**src/rtl/lot_checker_n_pkg.sv**
```systemverilog
// Shared types and constants for the parametrised lottery-ticket checker.
package lot_pkg;

  typedef enum logic [1:0] {COLLECT, READY, SHOW} state_t;

  localparam logic [1:0] PREMIO_NONE = 2'b00;
  localparam logic [1:0] PREMIO_1    = 2'b01;
  localparam logic [1:0] PREMIO_2    = 2'b10;

  typedef logic [3:0] bcd_t;

  function automatic logic bcd_valid(input bcd_t d);
    return d <= 4'd9;
  endfunction

endpackage

```
**src/rtl/lot_checker_n_if.sv**
```systemverilog
// Digit/strobe inputs and grade/tally outputs of the lottery-ticket checker.
interface lot_checker_n_if #(
  parameter int N_DIG = 5,
  parameter int CNT_W = 5
);
  import lot_pkg::*;

  bcd_t               num;
  logic               insere;
  logic               fim;
  logic               fim_jogo;
  logic               win_load;
  logic [4*N_DIG-1:0] win_in;
  logic [1:0]         premio;
  logic [CNT_W-1:0]   p1;
  logic [CNT_W-1:0]   p2;
  logic               pronto;
  logic               mostra;
  logic               erro;

  modport master (
    output num, insere, fim, fim_jogo, win_load, win_in,
    input  premio, p1, p2, pronto, mostra, erro
  );

  modport slave (
    input  num, insere, fim, fim_jogo, win_load, win_in,
    output premio, p1, p2, pronto, mostra, erro
  );
endinterface

```
**src/rtl/lot_checker_n_run_tracker.sv**
```systemverilog
// Tracks the current and longest run of consecutive matching digits.
module lot_run_tracker #(
  parameter int N_DIG = 5,
  parameter int RUN_W = $clog2(N_DIG + 1)
) (
  input  logic             clk,
  input  logic             reset,
  input  logic             clear,
  input  logic             strobe,
  input  logic             match,
  output logic [RUN_W-1:0] run_max
);
  logic [RUN_W-1:0] run_cur;
  logic [RUN_W-1:0] run_nxt;

  assign run_nxt = match ? run_cur + 1'b1 : '0;

  always_ff @(posedge clk) begin
    if (reset || clear) begin
      run_cur <= '0;
      run_max <= '0;
    end else if (strobe) begin
      run_cur <= run_nxt;
      if (run_nxt > run_max) run_max <= run_nxt;
    end
  end
endmodule

```
**src/rtl/lot_checker_n.sv**
```systemverilog
// Lottery-ticket checker: positional digit compare, longest-run grading,
// saturating per-tier tallies and a run-time loadable winning number.
module lot_checker_n
  import lot_pkg::*;
#(
  parameter int                 N_DIG       = 5,
  parameter int                 CNT_W       = 5,
  parameter int                 P1_RUN      = 4,
  parameter int                 P2_RUN      = 2,
  parameter logic [4*N_DIG-1:0] WIN_DEFAULT = 'h47019
) (
  input logic             clk,
  input logic             reset,
  lot_checker_n_if.slave  bus
);
  localparam int IDX_W = $clog2(N_DIG);
  localparam int RUN_W = $clog2(N_DIG + 1);

  state_t             state;
  logic [IDX_W-1:0]   idx;
  logic [4*N_DIG-1:0] win_reg;
  logic [1:0]         premio;
  logic [CNT_W-1:0]   p1, p2;
  logic               pronto, mostra, erro;

  bcd_t             cur_win;
  logic             win_ok, take_load, take_fim, take_digit, match;
  logic [RUN_W-1:0] run_max;
  logic [1:0]       tier;

  always_comb begin
    cur_win = '0;
    for (int i = 0; i < N_DIG; i++)
      if (idx == IDX_W'(i)) cur_win = win_reg[4*(N_DIG-1-i) +: 4];
    win_ok = 1'b1;
    for (int i = 0; i < N_DIG; i++)
      if (!bcd_valid(bus.win_in[4*i +: 4])) win_ok = 1'b0;
  end

  // An accepted load consumes the cycle; a rejected one lets fim/insere through.
  assign take_load  = bus.win_load && state == COLLECT && idx == '0 && win_ok;
  assign take_fim   = !take_load && bus.fim && state == READY;
  assign take_digit = !take_load && bus.insere && state == COLLECT;
  assign match      = bcd_valid(bus.num) && bus.num == cur_win;

  assign tier = (run_max >= RUN_W'(P1_RUN)) ? PREMIO_1 :
                (run_max >= RUN_W'(P2_RUN)) ? PREMIO_2 : PREMIO_NONE;

  lot_run_tracker #(.N_DIG(N_DIG), .RUN_W(RUN_W)) u_run (
    .clk     (clk),
    .reset   (reset),
    .clear   (bus.fim_jogo),
    .strobe  (take_digit && !bus.fim_jogo),
    .match   (match),
    .run_max (run_max)
  );

  always_ff @(posedge clk) begin
    if (reset) begin
      state   <= COLLECT;
      idx     <= '0;
      win_reg <= WIN_DEFAULT;
      premio  <= PREMIO_NONE;
      p1      <= '0;
      p2      <= '0;
      pronto  <= 1'b0;
      mostra  <= 1'b0;
      erro    <= 1'b0;
    end else if (bus.fim_jogo) begin
      state  <= COLLECT;
      idx    <= '0;
      premio <= PREMIO_NONE;
      pronto <= 1'b0;
      mostra <= 1'b0;
      erro   <= 1'b0;
    end else if (take_load) begin
      win_reg <= bus.win_in;
    end else if (take_fim) begin
      premio <= tier;
      if (tier == PREMIO_1 && p1 != '1) p1 <= p1 + 1'b1;
      if (tier == PREMIO_2 && p2 != '1) p2 <= p2 + 1'b1;
      state  <= SHOW;
      pronto <= 1'b0;
      mostra <= 1'b1;
    end else if (take_digit) begin
      if (!bcd_valid(bus.num)) erro <= 1'b1;
      if (idx == IDX_W'(N_DIG - 1)) begin
        idx    <= '0;
        state  <= READY;
        pronto <= 1'b1;
      end else begin
        idx <= idx + 1'b1;
      end
    end
  end

  assign bus.premio = premio;
  assign bus.p1     = p1;
  assign bus.p2     = p2;
  assign bus.pronto = pronto;
  assign bus.mostra = mostra;
  assign bus.erro   = erro;
endmodule

```
**src/flat_wrapper.sv**
```systemverilog
// flat-port wrapper written by rule: the top's interface ports become plain ports
module lot_checker_n_flat import lot_pkg::*;
#(
  parameter int                 N_DIG       = 5,
  parameter int                 CNT_W       = 5,
  parameter int                 P1_RUN      = 4,
  parameter int                 P2_RUN      = 2,
  parameter logic [4*N_DIG-1:0] WIN_DEFAULT = 'h47019
)
  (clk, reset, bus_num, bus_insere, bus_fim, bus_fim_jogo, bus_win_load, bus_win_in, bus_premio, bus_p1, bus_p2, bus_pronto, bus_mostra, bus_erro);
  lot_checker_n_if #(.N_DIG(N_DIG), .CNT_W(CNT_W)) bus_i ();
  input logic clk;
  input logic reset;
  input wire logic [$bits(bus_i.num)-1:0] bus_num;
  input wire logic [$bits(bus_i.insere)-1:0] bus_insere;
  input wire logic [$bits(bus_i.fim)-1:0] bus_fim;
  input wire logic [$bits(bus_i.fim_jogo)-1:0] bus_fim_jogo;
  input wire logic [$bits(bus_i.win_load)-1:0] bus_win_load;
  input wire logic [$bits(bus_i.win_in)-1:0] bus_win_in;
  output wire logic [$bits(bus_i.premio)-1:0] bus_premio;
  output wire logic [$bits(bus_i.p1)-1:0] bus_p1;
  output wire logic [$bits(bus_i.p2)-1:0] bus_p2;
  output wire logic [$bits(bus_i.pronto)-1:0] bus_pronto;
  output wire logic [$bits(bus_i.mostra)-1:0] bus_mostra;
  output wire logic [$bits(bus_i.erro)-1:0] bus_erro;
  assign bus_i.num = bus_num;
  assign bus_i.insere = bus_insere;
  assign bus_i.fim = bus_fim;
  assign bus_i.fim_jogo = bus_fim_jogo;
  assign bus_i.win_load = bus_win_load;
  assign bus_i.win_in = bus_win_in;
  assign bus_premio = bus_i.premio;
  assign bus_p1 = bus_i.p1;
  assign bus_p2 = bus_i.p2;
  assign bus_pronto = bus_i.pronto;
  assign bus_mostra = bus_i.mostra;
  assign bus_erro = bus_i.erro;
  lot_checker_n #(.N_DIG(N_DIG), .CNT_W(CNT_W), .P1_RUN(P1_RUN), .P2_RUN(P2_RUN), .WIN_DEFAULT(WIN_DEFAULT)) u_core (.clk(clk), .reset(reset), .bus(bus_i));
endmodule
```
**config.mk**
```make
export PLATFORM = sky130hd
export DESIGN_NAME = lot_checker_n_flat
export DESIGN_NICKNAME = d
export VERILOG_FILES = /design/src/rtl/lot_checker_n_pkg.sv /design/src/rtl/lot_checker_n_if.sv /design/src/rtl/lot_checker_n_run_tracker.sv /design/src/rtl/lot_checker_n.sv /design/src/flat_wrapper.sv
export SDC_FILE = /design/constraint.sdc
export NUM_CORES = 1
export LEC_CHECK = 0
export ABC_AREA = 1
export ABC_CLOCK_PERIOD_IN_PS = 3450
export BUFFER_PORTS_ARGS = -buffer_cell sky130_fd_sc_hd__clkbuf_2
export CAP_MARGIN = 0
export CORE_MARGIN = 3
export CORE_UTILIZATION = 51
export CTS_BUF_LIST = sky130_fd_sc_hd__clkbuf_8
export DETAILED_ROUTE_END_ITERATION = 10
export GPL_TIMING_DRIVEN = 1
export PLACE_DENSITY = 0.84
export SETUP_SLACK_MARGIN = 0.3
export SYNTH_ARGS = -nofsm -noshare
export SYNTH_HDL_FRONTEND = slang
export SYNTH_HIERARCHICAL = 1
export SYNTH_SLANG_ARGS = --single-unit
```
**constraint.sdc**
```tcl
create_clock -name clk -period 3.45 [get_ports clk]
set_input_delay 1.035 -clock clk [delete_from_list [all_inputs] [get_ports clk]]
set_output_delay 1.035 -clock clk [all_outputs]
set_load 0.03 [all_outputs]
```
# [Word-level counts from Yosys, hierarchy flattened]
# Index checks and enable logic that the tools add are counted.
[totals] regBits=46 out_inout_bits=15 word_cells=85
[op_classes] n_eq_ne=10 mux=20 n_lt_le_gt_ge=9 n_reduce_logical=27 add_sub_neg=4 bitwise=4
[op_table] op="$le A4 B4 Y1 const B" count=6
[op_table] op="$mux W4" count=5
[op_table] op="$reduce_and A4 Y1" count=3
[op_table] op="$logic_and A1 B1 Y1" count=11
[op_table] op="$add A5 B1 Y5 const B" count=2
[op_table] op="$mux W2" count=5
[op_table] op="$ne A5 B5 Y1 const B" count=2
[op_table] op="$mux W1" count=8
[op_table] op="$add A3 B1 Y3 const B" count=2
[op_table] op="$eq A3 B2 Y1 const B" count=2
[op_table] op="$mux W3" count=2
[op_table] op="$reduce_and A2 Y1" count=3
[op_table] op="$reduce_and A3 Y1" count=2
[op_table] op="$eq A2 B1 Y1 const B" count=2
[op_table] op="$eq A4 B4 Y1" count=1
[op_table] op="$not A1 Y1" count=4
[op_table] op="$reduce_bool A2 Y1" count=2
[op_table] op="$eq A3 B1 Y1 const B" count=1
[op_table] op="$eq A3 B3 Y1 const B" count=1
[op_table] op="$ge A3 B2 Y1 const B" count=1
[op_table] op="$ge A3 B3 Y1 const B" count=1
[op_table] op="$gt A3 B3 Y1" count=1
[op_table] op="$logic_not A3 Y1" count=1
[op_table] op="$eq A2 B2 Y1 const B" count=1
[op_table] op="4 further kinds" count=5

# [Logic depth before layout (Yosys ltp)]
[depth] word_depth=12 depth_mapped=25

# [Modules after synthesis]
# Netlist, hierarchy kept.
[modules_own_cells] module="lot_checker_n" area_each_um2=2080.7 n_inst=1 cells_each=288 seq_area_each_um2=780.7
[modules_own_cells] module="lot_run_tracker" area_each_um2=342.8 n_inst=1 cells_each=49 seq_area_each_um2=120.1

# [Worst setup path after synthesis]
# Ideal clock, no wire load.
[synth_path] path_type="input to register" from="in bus_num[2]" to="reg u_core.u_run.run_max[0]" n_path_buf=0 t_arrival_ps=2353 slack_ps=984 required_ps=3337 path_stages=14 path_cell_list="inv_1 -> nand2_1 -> o21bai_1 -> nand3_1 -> nor2_1 -> nand2_1 -> nor2_1 -> ha_1 -> a21oi_1 -> nand2_1 -> nand2_2 -> nand2_1 -> nand2_1 -> nor2_1"
[synth_between] elab_chain_cells=5 word_cells_on_any_way=6 classes_between="2 x order compare; 1 x eq/ne; 1 x mux; 2 x reduce/logical"
[synth_rtl] item="from (decl)" line="flat_wrapper.sv:14" text="input wire logic [$bits(bus_i.num)-1:0] bus_num;"
[synth_rtl] item="$le A4 B4 Y1 / $eq A4 B4 Y1 (equally long branches)" line="lot_checker_n_pkg.sv:13, lot_checker_n.sv:44"
[synth_rtl] item="$logic_and A1 B1 Y1 *" line="lot_checker_n.sv:44" text="assign match = bcd_valid(bus.num) && bus.num == cur_win;"
[synth_rtl] item="named net u_core.match" line="lot_checker_n.sv:27" text="logic win_ok, take_load, take_fim, take_digit, match;"
[synth_rtl] item="$mux W3 *" line="lot_checker_n_run_tracker.sv:16" text="assign run_nxt = match ? run_cur + 1'b1 : '0;"
[synth_rtl] item="named net u_core.u_run.run_nxt[2]" line="lot_checker_n_run_tracker.sv:14" text="logic [RUN_W-1:0] run_nxt;"
[synth_rtl] item="$gt A3 B3 Y1 *" line="lot_checker_n_run_tracker.sv:24" text="if (run_nxt > run_max) run_max <= run_nxt;"
[synth_rtl] item="$reduce_and A2 Y1 (no source line) *"
[synth_rtl] item="to (signal assigned)" line="lot_checker_n_run_tracker.sv:24"
[synth_rtl] item="to (decl)" line="lot_checker_n_run_tracker.sv:11" text="output logic [RUN_W-1:0] run_max"
# Mark *: on every way through the listed nets, which the timed path passes. The rest lies on a longest branch.
# A chain may end at the register's enable or synchronous reset.

# [Worst setup path after layout]
[layout_path] from="reg u_core.idx[1]" to="reg u_core.u_run.run_max[0]"
[layout_between] elab_chain_cells=11 word_cells_on_any_way=21 classes_between="1 x order compare; 5 x eq/ne; 6 x mux; 9 x reduce/logical"
[layout_rtl] item="from (decl)" line="lot_checker_n.sv:20" text="logic [IDX_W-1:0] idx;"
[layout_rtl] item="from (signal assigned)" line="lot_checker_n.sv:92" text="idx <= idx + 1'b1;"
[layout_rtl] item="$logic_not A3 Y1" line="lot_checker_n.sv:34" text="if (idx == IDX_W'(i)) cur_win = win_reg[4*(N_DIG-1-i) +: 4];"
[layout_rtl] item="$mux W4 (4 in series)" line="lot_checker_n.sv:34"
[layout_rtl] item="$mux W4 *" line="lot_checker_n.sv:34"
[layout_rtl] item="$eq A4 B4 Y1 *" line="lot_checker_n.sv:44"
[layout_rtl] item="$logic_and A1 B1 Y1 *" line="lot_checker_n.sv:44"
[layout_rtl] item="named net u_core.match" line="lot_checker_n.sv:27"
[layout_rtl] item="$mux W3 *" line="lot_checker_n_run_tracker.sv:16"
[layout_rtl] item="named net u_core.u_run.run_nxt[2]" line="lot_checker_n_run_tracker.sv:14"
[layout_rtl] item="$gt A3 B3 Y1 *" line="lot_checker_n_run_tracker.sv:24"
[layout_rtl] item="$reduce_and A2 Y1 (no source line) *"
# Marks and branches as above.

==> impl_metrics.yaml <==
run_status:
  status: "finished, final reports clean"
drt:
  vias_per_cell: 5.26
  via_count: 2273
  firstDrtPassIters: 4
  antenna_left: 0
  drt-wirelength-per-cell_um: 12.6
  drc_errors: 0
  wl_mm: 5.46
  drt-initial-drc-count: 185
floorplan:
  dieArea_um2: 5620
  ios: 45
  fp.coreArea_um2: 4470
  rows: 24
  die_y_um: 74.9
  start_util_pct: 54.2
  die_w_um: 74.9
critical_path:
  path_max_fanout: 8
  end_kind: "register"
  reg2regPathDepth: 20
  r2r-end: "u_core/u_run/run_max[0]$_SDFFE_PP0P_"
  worstPathRequired_ns: 3.65
  cp-start-kind: "register"
  critPathKind: "register to register"
  cp.arrival_ns: 2.96
  rrSetupSlack_ns: 0.69
  r2r-start: "u_core/idx[1]$_SDFFE_PP0P_"
timing:
  fin_tns_setup_ns: 0
  fmax_mhz: 362
  skew_ns: 0.00989
  worstMarginPinSlew_ns: 0.436
  min_period_over_period_pct: 80.0
  rsz0062_at_grt: "no"
  hold_violations: 0
  layout_min_cycle_time_ns: 2.76
  setup_violations: 0
  slew_viol_final: 0
  slew_headroom_pct: 70.9
clock_tree:
  htreeDepth: 2
  path_clk_slew_ns: 0.09
  clockBufferDepth: 2
  cts_tree: "built"
  postCtsSetupBuffers: 0
  cts_sinks: 45
  cts_buffers: 5
  cts_hold_buf: 0
  clk_latency_ns: 0.29
  cts_resized: 0
  cts-root-buf: "clkbuf_8"
power:
  p_per_area_nw_per_um2: 357
  internal_power_uw: 729
  comb_power_share_pct: 12.1
  p_sw_uw: 252
  p_leak_uw: 0.00128
  switching_share_pct: 25.7
  p_seq_share_pct: 54.2
  clkPwrFrac_pct: 33.7
  ir_worst_vdd_uv: 210
run:
  cap_violations: 0
logic_synthesis:
  postSynthCellCount: 337
  syn-num-nets: 380
  syn_area_um2: 2420
  yosysTopAreaCellShare_pct: 37.2
  yosysSeqAreaShare_pct: 37.2
  syn_area_per_cell_um2: 7.19
  synth_cell_types: 34
  synth-async-reset-ratio_pct: 0
  synth_warnings: 6
  synth_area_leaders: "dfxtp_1 37%, nand2_1 12%, a21oi_1 7.0%, inv_1 7.0%, ha_1 6.7%"
  ys_ff_latch: 45
  yosysTopAreaCell: "dfxtp_1"
  synth_edf_count: 0
  synth_flop_cell: "dfxtp_1"
layout:
  fin_nets: 423
  area_growth_pct: 13.5
  final_common_cell: "nand2_1"
  fin_cells: 432
  final_cell_mix: "77 x nand2_1, 45 x inv_1, 44 x clkbuf_2, 44 x dfxtp_1, 34 x a21oi_1"
  fin_util_pct: 61.5
  layout-drive-gt1-share_pct: 18.7
  num_antenna_cells: 0
  largest_reg_flops: 20
  stdcell_area_um2: 2750
global_routing:
  grt_antenna_before_repair: 0
  grt_max_degree: 19
  grtUsageTotal_pct: 20.4
  grt_first_pass_wirelength_mm: 9.05
  gr-total-overflow: 0
  grt_pass1_vias: 2180
min_path:
  hp-start: "u_core/win_reg[2]$_SDFFE_PP0P_"
  min_path_type: "register to register"
  hold_end: "u_core/win_reg[2]$_SDFFE_PP0P_"
  min_delay_path_depth: 2
placement:
  place_inst: 425
  hpwl_mm: 4.25
  gp_congestion: 0.826
  port_buffers: 44
  postPlaceCellArea_um2: 2660
==> power groups by stage <==
stage / sequential [uW] / combinational, uW / clock [uW]
global placement: 544 / 113 / 0
finish: 532 / 119 / 331
detailed placement: 544 / 117 / 0
CTS: 532 / 117 / 339
floorplan: 544 / 78.0 / 0
global route: 533 / 135 / 356
==> final cells by class <==
| type | count | area (um^2) |
|---|---|---|
| Inverter | 47 | 176 |
| Tap cell | 52 | 65.1 |
| Clock inverter | 1 | 7.51 |
| Timing Repair Buffer | 46 | 235 |
| Sequential cell | 45 | 902 |
| Clock buffer | 6 | 82.6 |
| Fill cell | 410 | 1720 |
| Multi-Input combinational cell | 235 | 1280 |
==> metal layers <==
layer | routed length (um) | vias up | global-route usage, %
li1 | - | 1185 | -
met1 | 2510 | 1031 | 25.1
met2 | 2700 | 48 | 36.9
met3 | 190 | 9 | 2.67
met4 | 66 | 0 | 6.13
met5 | 0 | - | 0
==> synth_stat cells (all sizes together), types with 4 or more instances <==
| library cell | number |
|---|---|
| nor2 | 22 |
| ha | 13 |
| buf | 6 |
| nand4 | 11 |
| o21ai | 22 |
| nor3 | 5 |
| inv | 47 |
| nand3 | 29 |
| nand2 | 80 |
| a21oi | 35 |
| clkbuf | 4 |
| dfxtp | 45 |
==> cell families after synthesis <==
group	after synthesis	synth area share, %
DFF	45	37.2
xor gates and xnor gates	4	1.45
buffers and inverters	57	10.1
AOI/OAI and AO/OA	64	14.3
adders and majority gates	13	6.71
and+or+nand+nor	154	30.3
==> worst max-delay path, cell delays in order (launching register included) <==
cell      delay, ns
dfxtp_1        0.39
inv_1          0.09
ha_1           0.27
nor2_1         0.13
nand2_1        0.06
nand3_1        0.09
nand2_1        0.07
nand2_1        0.09
nand2_1        0.06
o21bai_1       0.13
nand3_1        0.11
nor2_2         0.14
nand2_1        0.08
nor2_1         0.15
ha_1           0.28
a21oi_1        0.16
nand2_1        0.09
nand2_2        0.11
nand2_1        0.07
nand2_1        0.06
nor2_1         0.03
==> stage by stage <==
stage               power (uW)  hold slack [ns]  worst slack (ns)
floorplan                  622            0.424             0.984
global placement           657            0.444             0.633
detailed placement         661            0.456             0.565
CTS                        988            0.468             0.616
global route              1020            0.479             0.360
finish                     982            0.464             0.691
==> worst max path at each step <==
stage	startpoint	end	slack, ns	cells past startpoint
2_1_floorplan	bus_num[2]	u_core/u_run/run_max[0]$_SDFFE_PP0P_	0.98	14
3_3_place_gp	bus_num[2]	u_core/u_run/run_max[2]$_SDFFE_PP0P_	0.63	15
3_5_place_dp	bus_num[2]	u_core/u_run/run_max[1]$_SDFFE_PP0P_	0.56	15
4_1_cts	u_core/idx[2]$_SDFFE_PP0P_	u_core/u_run/run_max[1]$_SDFFE_PP0P_	0.62	20
5_1_grt	u_core/idx[1]$_SDFFE_PP0P_	u_core/u_run/run_max[2]$_SDFFE_PP0P_	0.36	20
6_report	u_core/idx[1]$_SDFFE_PP0P_	u_core/u_run/run_max[0]$_SDFFE_PP0P_	0.69	20
(Power assumes the default switching activity.)
